`src/rtl/periph_event_bridge.sv`:
```
// periph_event_bridge: debounced button events -> $r20 (acked through $r16), frame count -> $r22.
// Build option: define PERIPH_EVENT_RELEASE_EN to also report button release edges.
module periph_event_bridge #(
  parameter int NUM_BUTTONS     = 4,
  parameter int DEBOUNCE_CYCLES = 250000,
  parameter int FIFO_DEPTH      = 4
) (
  input  logic                   clock,
  input  logic                   ctrl_reset_n,
  input  logic [NUM_BUTTONS-1:0] buttons_raw,
  input  logic                   screen_frame_done,
  input  logic [31:0]            r16,
  output logic [31:0]            r20,
  output logic                   button_signal_reg,
  output logic [31:0]            r22,
  output logic                   screen_signal_reg,
  output logic [1:0]             o_fsm_state
);
  localparam int CW  = $clog2(DEBOUNCE_CYCLES + 1);
  localparam int AW  = $clog2(FIFO_DEPTH);
  localparam int AW1 = AW + 1;
  localparam logic [CW-1:0] DB_LAST  = CW'(DEBOUNCE_CYCLES - 1);
  localparam logic [AW:0]   FULL_CNT = AW1'(FIFO_DEPTH);

  localparam logic [1:0] S_IDLE    = 2'd0;
  localparam logic [1:0] S_PRESENT = 2'd1;
  localparam logic [1:0] S_WAIT    = 2'd2;
  localparam logic [1:0] S_CLEAR   = 2'd3;

`ifdef PERIPH_EVENT_RELEASE_EN
  localparam logic REL_EN = 1'b1;
`else
  localparam logic REL_EN = 1'b0;
`endif

  logic [NUM_BUTTONS-1:0] r_sync1, r_sync2, r_deb, r_pend, r_pend_press;
  logic [NUM_BUTTONS-1:0] w_flip, w_grant;
  logic [CW-1:0]          r_cnt [NUM_BUTTONS];
  logic                   w_any, w_grant_press;
  logic [2:0]             w_grant_idx;
  logic [3:0]             r_fifo [FIFO_DEPTH];
  logic [AW-1:0]          r_wr_ptr, r_rd_ptr;
  logic [AW:0]            r_count;
  logic                   w_full, w_pop, w_push, w_drop;
  logic [1:0]             r_state;
  logic [7:0]             r_seq;
  logic [3:0]             r_evt;
  logic                   r_ovf;
  logic [31:0]            r_r20, r_r22;
  logic                   r_btn_sig, r_scr_sig;
  logic                   w_unused_r16;

  assign w_unused_r16 = ^r16[31:8];

  always_comb begin
    w_flip = '0;
    for (int i = 0; i < NUM_BUTTONS; i++)
      w_flip[i] = (r_sync2[i] != r_deb[i]) && (r_cnt[i] == DB_LAST);
  end

  // Lowest-index pending button wins the single enqueue slot each cycle.
  always_comb begin
    w_grant       = '0;
    w_any         = 1'b0;
    w_grant_idx   = 3'd0;
    w_grant_press = 1'b0;
    for (int i = 0; i < NUM_BUTTONS; i++) begin
      if (r_pend[i] && !w_any) begin
        w_any         = 1'b1;
        w_grant[i]    = 1'b1;
        w_grant_idx   = 3'(i);
        w_grant_press = r_pend_press[i];
      end
    end
  end

  assign w_full = (r_count == FULL_CNT);
  assign w_pop  = (r_state == S_IDLE) && (r_count != '0);
  assign w_push = w_any && (!w_full || w_pop);
  assign w_drop = w_any && !w_push;

  always_ff @(posedge clock or negedge ctrl_reset_n) begin
    if (!ctrl_reset_n) begin
      r_sync1      <= '0;
      r_sync2      <= '0;
      r_deb        <= '0;
      r_pend       <= '0;
      r_pend_press <= '0;
      for (int i = 0; i < NUM_BUTTONS; i++) r_cnt[i] <= '0;
    end else begin
      r_sync1 <= buttons_raw;
      r_sync2 <= r_sync1;
      for (int i = 0; i < NUM_BUTTONS; i++) begin
        if (r_sync2[i] == r_deb[i]) begin
          r_cnt[i] <= '0;
        end else if (w_flip[i]) begin
          r_cnt[i] <= '0;
          r_deb[i] <= r_sync2[i];
        end else begin
          r_cnt[i] <= r_cnt[i] + CW'(1);
        end
        if (w_flip[i] && (r_sync2[i] || REL_EN)) begin
          r_pend[i]       <= 1'b1;
          r_pend_press[i] <= r_sync2[i];
        end else if (w_grant[i]) begin
          r_pend[i] <= 1'b0;
        end
      end
    end
  end

  always_ff @(posedge clock) begin
    if (w_push) r_fifo[r_wr_ptr] <= {w_grant_press, w_grant_idx};
  end

  always_ff @(posedge clock or negedge ctrl_reset_n) begin
    if (!ctrl_reset_n) begin
      r_wr_ptr <= '0;
      r_rd_ptr <= '0;
      r_count  <= '0;
      r_ovf    <= 1'b0;
    end else begin
      if (w_push) r_wr_ptr <= r_wr_ptr + AW'(1);
      if (w_pop)  r_rd_ptr <= r_rd_ptr + AW'(1);
      if (w_push && !w_pop)      r_count <= r_count + AW1'(1);
      else if (!w_push && w_pop) r_count <= r_count - AW1'(1);
      // A drop in the same cycle as PRESENT must survive into the next word.
      if (w_drop)                     r_ovf <= 1'b1;
      else if (r_state == S_PRESENT)  r_ovf <= 1'b0;
    end
  end

  // Handshake: the word stays on r20 until r16[7:0] equals its seq; seq never takes 0.
  always_ff @(posedge clock or negedge ctrl_reset_n) begin
    if (!ctrl_reset_n) begin
      r_state   <= S_IDLE;
      r_seq     <= 8'd1;
      r_evt     <= '0;
      r_r20     <= '0;
      r_btn_sig <= 1'b0;
    end else begin
      r_btn_sig <= 1'b0;
      case (r_state)
        S_IDLE: begin
          if (w_pop) begin
            r_evt   <= r_fifo[r_rd_ptr];
            r_state <= S_PRESENT;
          end
        end
        S_PRESENT: begin
          r_r20     <= {1'b1, r_ovf, 6'd0, r_seq, 8'd0, r_evt[3], 4'd0, r_evt[2:0]};
          r_btn_sig <= 1'b1;
          r_state   <= S_WAIT;
        end
        S_WAIT: begin
          if (r16[7:0] == r_seq) r_state <= S_CLEAR;
        end
        default: begin
          r_r20     <= '0;
          r_btn_sig <= 1'b1;
          r_seq     <= (r_seq == 8'd255) ? 8'd1 : r_seq + 8'd1;
          r_state   <= S_IDLE;
        end
      endcase
    end
  end

  always_ff @(posedge clock or negedge ctrl_reset_n) begin
    if (!ctrl_reset_n) begin
      r_r22     <= '0;
      r_scr_sig <= 1'b0;
    end else begin
      r_scr_sig <= screen_frame_done;
      if (screen_frame_done) r_r22 <= r_r22 + 32'd1;
    end
  end

  assign r20               = r_r20;
  assign button_signal_reg = r_btn_sig;
  assign r22               = r_r22;
  assign screen_signal_reg = r_scr_sig;
  assign o_fsm_state       = r_state;
endmodule

```
`config.mk`:
```
export PLATFORM = sky130hd
export DESIGN_NAME = periph_event_bridge
export DESIGN_NICKNAME = d
export VERILOG_FILES = /design/src/rtl/periph_event_bridge.sv
export SDC_FILE = /design/constraint.sdc
export NUM_CORES = 1
export LEC_CHECK = 0
export ABC_AREA = 1
export CORE_MARGIN = 4
export CORE_UTILIZATION = 52
export CTS_BUF_LIST = sky130_fd_sc_hd__clkbuf_4 sky130_fd_sc_hd__clkbuf_8
export CTS_CLUSTER_DIAMETER = 60
export CTS_CLUSTER_SIZE = 10
export DETAILED_ROUTE_END_ITERATION = 10
export PLACE_DENSITY = 0.91
export SLEW_MARGIN = 0
export SYNTH_ARGS = -nofsm -noshare
export SYNTH_HDL_FRONTEND = slang
export SYNTH_SLANG_ARGS = --single-unit
```
`constraint.sdc`:
```
create_clock -name clock -period 2.2 [get_ports clock]
set_clock_uncertainty 0.05 [all_clocks]
set_input_delay 0.33 -clock clock [delete_from_list [all_inputs] [get_ports clock]]
set_output_delay 0.33 -clock clock [all_outputs]
set_load 0.02 [all_outputs]
```
==> results by group, run 1 <==
Synthesis
  – Post-synth top area share: 47.0%
  – Synth async-reset ratio: 93.0%
  – Synth unique cells: 41
  – Syn_area_per_cell: 8.79 um^2
  – Synth Flop Type: dfrtp_1
  – Cell Area, Synth: 0.00847 mm^2
  – Cells after synthesis: 964
  – Yosys top cell by area: dfrtp_1
  – Post-synth EDFFs: 12
  – Flops & latches, synth: 172
  – Sequential area share after synthesis: 51.5%
  – Syn. warnings: 0
  – Largest cells by area after synthesis: dfrtp_1, nand2_1, nor2_1

Pwr
  – Clock share of power: 34.4%
  – Pwr per Cell Area: 609 mW/mm^2
  – P_int: about 4.4 mW
  – Logic pwr share: 9.4%
  – Static Leakage: between 4 and 5 nW
  – Sw power: around 1.6 mW
  – Sequential fraction of design power: 56.2%
  – Switching share of total power: 27.3%
  – Max VDD drop: between 600 and 700 uV

Global route
  – Initial antenna violation count: 0
  – Vias in the first global route: 6660
  – GRT overflow: 0
  – Tot GR Track Use: roughly a fifth
  – First-pass GRT wire length: around 29000 um
  – Largest net degree at the start of global routing: 67

Placement
  – Port Buffers: 63
  – Gp weighted congestion: around 0.84
  – DP Worst Slack: -0.0572 ns
  – Post-DP HPWL: 12100 um

STA
  – Crit share post-route: ~95%
  – Worst-Margin Slew: between 0.6 and 0.7 ns
  – Slew Limit Headroom: 59.6%
  – Max Clk Rate: 0.477 GHz
  – Final Hold Fails: 0
  – Final setup fails: 0
  – Max-slew violation count: 0
  – Final setup margin: 0.104 ns
  – Post-layout min period: between 2 and 2.5 ns

Floorplan
  – Top-level port count: 107
  – Core area: about 0.016 mm^2
  – Die footprint: approximately 0.018 mm^2
  – Initial Util: 53.1%
  – Chip width: about 140 um
  – Die Height: 136 um
  – # rows: 46

Route
  – Number of remaining DRC errors: 0
  – ANT nets after route: 0
  – Drt initial violations: around 330
  – Vias/cell: 5.13
  – First-pass iteration count of the detailed router: 5
  – Routed wire length: 16800 um
  – Via count: 6614
  – DR WL/cell: 13.1 um

Clock network
  – H-tree level count: 4
  – CTS tree: built
  – Skew-Pair Late Insertion Delay: 0.46 ns
  – CTS Buffer Depth: 2
  – CTS Root Cell: clkbuf_8
  – Clk sinks: 172
  – Clock slew at reported path FFs: 0.09 ns
  – CTS Buf Count: 17

Setup path
  – Max FO, Critical Path: 3
  – Worst reg2reg setup slack: 0.10 ns
  – Critical Path RT: 2.50 ns
  – Reg2Reg Capture Point: r_count[1]
  – Setup Crit Path Kind: reg -> reg
  – Critical R2R Launch: r_pend[1]
  – Startpoint class of the critical path: flip-flop
  – Worst Setup End Kind: flip-flop
  – R2R cell count: 12
  – Critical path arrival: 2.39 ns

Cells and area
  – Largest Register: r_cnt
  – Final Util: between 60% and 70%
  – Layout area overhead: 16.3%
  – Sequential Area: 0.00437 mm^2
  – Nets: 1115
  – FILL cells: 1256
  – Largest register FFs: 72
  – Layout cells sized above 1: around a tenth
  – Antenna cells: 0
  – Area occupied by multi-input gates: 0.00358 mm^2

Min path
  – WHS Endpoint: r_sync1[2]
  – Hold path startpoint: buttons_raw[2]
  – Hold depth: 1
  – Worst min-delay path category: in -> reg

Job
  – MaxCap Viol Count: 0

Outcome
  – Outcome: finished, final reports clean
worst max-delay path, cell delays in order, from the launching register on:
cell	delay (ns)
dfrtp_1	0.41
inv_2	0.07
nand2_2	0.08
nor2_4	0.10
inv_2	0.06
nor2_4	0.12
inv_1	0.06
nand2_2	0.06
inv_1	0.06
ha_2	0.17
inv_2	0.07
fa_1	0.41
mux2_2	0.27
metrics by stage:
step	TNS [ns]	area, um^2	total power [mW]	hold WS (ns)	instances
2_1_floorplan	0	8560	3.74	-0.0156	982
3_3_place_gp	0	9420	3.98	0.286	1252
3_5_place_dp	-0.0572	9420	4.00	0.286	1252
4_1_cts	0	9820	6.04	0.239	1287
5_1_grt	-0.0266	9850	6.25	0.231	1289
6_report	0	9850	6.00	0.258	1289
per-layer routing:
layer / global-route usage, % / wire length (um) / part of all wire [%]
met1: 24.3 / 7070 / 42
met3: 5.24 / 859 / 5.1
met4: 5.54 / 272 / 1.6
met5: 0 / 0 / 0
met2: 33.4 / 8620 / 51
synth_stat cells, types with 15 or more instances:
cell     instances
buf_4           19
dfrtp_1        159
ha_1            15
inv_1          122
nand2_1        160
nand3_1         54
nand4_1         26
nor2_1         154
nor3_1          40
o21ai_0         40
xnor2_1         18
xor2_1          51
what timing repair did:
action | 4_1_cts | 5_1_grt
pin swaps | 1 | 3
buffers inserted | 2 | 2
setup endpoints to repair | 1 | 2
cloned | 0 | 0
gates resized for setup | 2 | 11
endpoints found under the hold margin | 60 | 0
hold buffers | 1 | 0
how the worst max path moves through the flow:
stage,startpoint,to,slack [ns],cells after the start
after global placement,r_pend[1],r_count[1],0.04,12
after CTS,r_pend[1],r_count[1],0.003,12
after global routing,r_pend[1],r_count[1],-0.03,12
after floorplan,o_fsm_state[0],r_count[1],0.002,10
final,r_pend[1],r_count[1],0.10,12
after detailed placement,r_pend[1],r_count[1],-0.06,12
area by class of cell:
| class | instances | share of cell area, % |
|---|---|---|
| clock buffer | 19 | 2.65 |
| multi-input combinational | 662 | 36.4 |
| tap | 216 | 2.74 |
| clock inverter | 13 | 1.04 |
| inverter | 123 | 4.71 |
| sequential | 172 | 44.3 |
| timing repair buffer | 84 | 8.17 |
power groups by stage:
| stage | logic [mW] | clock network [mW] | registers, mW |
|---|---|---|---|
| after floorplan | 0.248 | 0 | 3.49 |
| after global placement | 0.548 | 0 | 3.43 |
| after detailed placement | 0.566 | 0 | 3.43 |
| after CTS | 0.571 | 2.10 | 3.37 |
| after global routing | 0.621 | 2.24 | 3.38 |
| final | 0.562 | 2.06 | 3.37 |
cells by family after synthesis:
logic type	count (synthesis)	share of synthesized area, %
xor gates and xnor gates	73	7.90
AOI/OAI and AO/OA	69	4.40
muxes	4	0.487
buffers and inverters	148	7.53
DFF	172	51.5
and+or+nand+nor	481	25.7
adders and majority gates	16	2.45
other	1	0.0443
cell usage in the layout (no fill, tap or decap), types with 4 or more instances in the layout:
cell	synthesis	final
inv_1	122	116
nand2_2	12	13
nand2_1	160	159
xor2_1	51	51
nor2_1	154	152
dfrtp_1	159	157
xor2_2	4	4
buf_4	19	19
o21bai_1	4	4
nand3_1	54	53
a21oi_1	10	10
nor2_2	12	12
o22ai_1	6	6
o21ai_0	40	39
conb_1	1	19
inv_2	0	6
nand4_1	26	26
nor2_4	7	9
inv_6	0	5
nor3_1	40	40
xnor2_1	18	18
o21ai_1	5	6
clkdlybuf4s50_1	0	62
ha_1	15	13
edfxtp_1	12	12
nand3b_1	4	4
clkbuf_8	0	19
(Power assumes the default switching activity.)
==> run 2, diff against run 1 <==
--- a/config.mk
+++ b/config.mk
@@ -7,3 +7,3 @@
 export LEC_CHECK = 0
-export ABC_AREA = 1
+export ABC_AREA = 0
 export CORE_MARGIN = 4
--- a/constraint.sdc
+++ b/constraint.sdc
@@ -4,2 +4,2 @@
 set_output_delay 0.33 -clock clock [all_outputs]
-set_load 0.02 [all_outputs]
+set_load 0.005 [all_outputs]
==> results by group, run 2 <==
Outcome
  – Outcome: finished, final reports clean

Setup path
  – Cell chain of the critical path: inv_1, ha_2, nor4b_2, nor2_1, ha_2, inv_1, fa_1, xor2_1, nor2_1, xor2_1
  – Worst reg2reg setup slack: 0.11 ns (about the same)
  – Critical Path RT: 2.54 ns (+0.04 ns)
  – Startpoint class of the critical path: flip-flop
  – Top Family by Delay on Critical Path: adder cells
  – Max FO, Critical Path: 4 (+1)
  – Worst path slowest cell: dfrtp_1
  – Buf/Inv on CP: 2 (-3)
  – Worst Setup End Kind: flip-flop
  – Max incr delay on CP: 0.40 ns (about the same)
  – Setup Crit Path Kind: reg -> reg
  – Critical path arrival: 2.43 ns (+0.04 ns)

STA
  – Final setup fails: 0 (unchanged)
  – Final Hold Fails: 0 (unchanged)
  – Worst-Margin Slew: 0.562 ns (-0.0435 ns)
  – Slew Limit Headroom: 62.2% (+2.6 points)
  – Crit share post-route: 94.8% (-0.48 points)
  – Max Clk Rate: 0.480 GHz (+0.50%)
  – Final hold slack: 0.255 ns (-0.00294 ns)
  – Max-slew violation count: 0 (unchanged)
  – Final setup margin: 0.115 ns (+0.0105 ns)
  – Post-layout min period: 2.09 ns (-0.0105 ns)

Synthesis
  – Cell Area, Synth: 0.00813 mm^2 (-4.0%)
  – Post-synth EDFFs: 12 (unchanged)
  – Flops & latches, synth: 172 (unchanged)
  – Cells after synthesis: 762 (-21%)
  – Commonest cells in the netlist: dfrtp_1, nor2_1, nand2_1
  – Synth unique cells: 52 (+27%)
  – Largest cells by area after synthesis: dfrtp_1, xnor2_1, xor2_1
  – Syn_area_per_cell: 10.7 um^2 (+21%)
  – Yosys top cell by area: dfrtp_1
  – Top-count cell post-synth: dfrtp_1
  – Synth Flop Type: dfrtp_1
  – Post-synth top area share: 48.9% (+2.0 points)
  – Synth async-reset ratio: 93.0% (unchanged)
  – Sequential area share after synthesis: 53.7% (+2.2 points)
  – Syn. warnings: 0 (unchanged)

Pwr
  – Static Leakage: 4.11 nW (-7.2%)
  – Clock share of power: 36.9% (+2.5 points)
  – P_int: 4.54 mW (+4.1%)
  – Logic pwr share: 6.8% (-2.6 points)
  – Max VDD drop: 661 uV (-1.9%)
  – Pwr per Cell Area: 632 mW/mm^2 (+3.8%)
  – Switching share of total power: 24.5% (-2.9 points)
  – Sw power: 1.47 mW (-10%)
  – Sequential fraction of design power: 56.3% (about the same)

Route
  – First-pass iteration count of the detailed router: 4 (-1)
  – Number of remaining DRC errors: 0 (unchanged)
  – ANT nets after route: 0 (unchanged)
  – Routed wire length: 14800 um (-12%)
  – Vias/cell: 5.35 (+4.2%)
  – Drt initial violations: 361 (+10%)
  – DR WL/cell: 13.8 um (+5.4%)
  – Via count: 5739 (-13%)

Floorplan
  – Core area: 0.0153 mm^2 (-4.3%)
  – Die footprint: 0.0177 mm^2 (-3.8%)
  – Die Height: 133 um (-1.9%)
  – Chip width: 133 um (-1.9%)
  – Initial Util: 53.3% (+0.15 points)
  – # rows: 45 (-2.2%)
  – Top-level port count: 107 (unchanged)

Global route
  – Met2 Track Usage GR: 28.0% (-5.3 points)
  – Global Route met1 Usage: 22.8% (-1.5 points)
  – Busiest grt layer: met2
  – Grt met3 use: 4.18% (-1.1 points)
  – Tot GR Track Use: 17.6% (-1.9 points)
  – Initial antenna violation count: 0 (unchanged)
  – Vias in the first global route: 5570 (-16%)
  – Largest net degree at the start of global routing: 59 (-12%)
  – First-pass GRT wire length: 25800 um (-12%)
  – GRT overflow: 0 (unchanged)

Clock network
  – Clk sinks: 172 (unchanged)
  – CTS Buf Count: 17 (unchanged)
  – Skew-Pair Late Insertion Delay: 0.46 ns (about the same)
  – H-tree level count: 4 (unchanged)
  – CTS Root Cell: clkbuf_8
  – Clock slew at reported path FFs: 0.09 ns (about the same)
  – CTS tree: built
  – CTS Buffer Depth: 2 (unchanged)

Cells and area
  – Antenna cells: 0 (unchanged)
  – Post-route cell area: 0.00951 mm^2 (-3.5%)
  – Commonest non-fill, non-tap cell in the layout: dfrtp_1
  – Layout area overhead: 16.9%
  – Largest register FFs: 72 (unchanged)
  – Largest Register: r_cnt
  – Layout cells sized above 1: 10.3% (-0.11 points)
  – Nets: 904 (-19%)
  – Commonest non-fill, non-tap cells in the layout: dfrtp_1, nor2_1, nand2_1

Placement
  – Gp weighted congestion: 0.846 (+0.80%)
  – Dpl cell area: 0.00908 mm^2 (-3.7%)
  – DP Worst Slack: 0.0449 ns (+0.102 ns)
  – Port Buffers: 63 (unchanged)
  – Post-DP HPWL: 10500 um (-13%)

Job
  – MaxCap Viol Count: 0 (unchanged)

Min path
  – Worst min-delay path category: in -> reg
==> run 2: cell count changes after synthesis, moves of 24 or more <==
cell     before  now
nor4_1        0   24
inv_1       122   25
xnor2_1      18   56
nand2_1     160   66
nor2_1      154   77
nor3_1       40   13
o21ai_0      40   12
==> run 2: logic make-up (layout without fill, tap and decap cells) <==
| group | after synthesis | in the layout | share of synthesized area, % |
|---|---|---|---|
| mux | 14 | 14 | 2.35 |
| simple gates | 335 | 335 | 21.4 |
| fa+ha+maj | 16 | 16 | 2.55 |
| xor+xnor | 101 | 101 | 10.9 |
| compound gates | 60 | 60 | 5.15 |
| buf+inv | 63 | 145 | 3.94 |
| flops | 172 | 172 | 53.7 |
| other cells | 1 | 19 | 0.0461 |
==> run 2: repair_timing <==
| action | in CTS | in global routing |
|---|---|---|
| endpoints found under the hold margin | 49 | 0 |
| endpoints found under the setup margin | 0 | 2 |
| hold buffers | 1 | 0 |
| resized for setup | 0 | 2 |
| buffers inserted | 0 | 1 |
==> run 2: cell type report <==
type,count,area [um^2]
clock buffer,18,241
clock inverter,14,164
fill,1173,5750
inverter,25,93.8
multi-input combinational,545,3530
sequential,172,4370
tap,211,264
timing repair buffer,88,847
==> run 2: final timing paths <==
| path | startpoint | end | cells after the start |
|---|---|---|---|
| max in group asynchronous | ctrl_reset_n | r20[22] | 3 |
| worst min-delay path | buttons_raw[2] | r_sync1[2] | 1 |
| worst max-delay path | o_fsm_state[0] | r_count[2] | 10 |
| worst min register to register | r_sync1[1] | r_sync2[1] | 0 |
| min in group asynchronous | ctrl_reset_n | r_cnt[20] | 2 |
| worst max register to register | o_fsm_state[0] | r_count[2] | 10 |
==> run 2: layer usage <==
layer | part of all wire [%] | vias to the layer above
met5 | 0 | -
met4 | 2.3 | 0
met3 | 3.9 | 32
met2 | 49 | 106
met1 | 45 | 2784
li1 | - | 2817
==> run 2: power by group through the flow <==
stage	clock network, mW	registers [mW]	logic, mW
after floorplan	0	3.43	0.189
after global placement	0	3.44	0.409
after global routing	2.41	3.40	0.464
final	2.21	3.38	0.410
after detailed placement	0	3.45	0.415
after CTS	2.26	3.38	0.420
==> run 2: stage by stage <==
step                TNS [ns]  utilization, %  std cells  power, mW
floorplan            -0.0259               -        780       3.62
global placement           0            59.5       1039       3.85
detailed placement         0            59.5       1039       3.86
CTS                        0            62.2       1072       6.07
global route        -0.00353            62.3       1073       6.28
finish                     0            62.3       1073       6.00
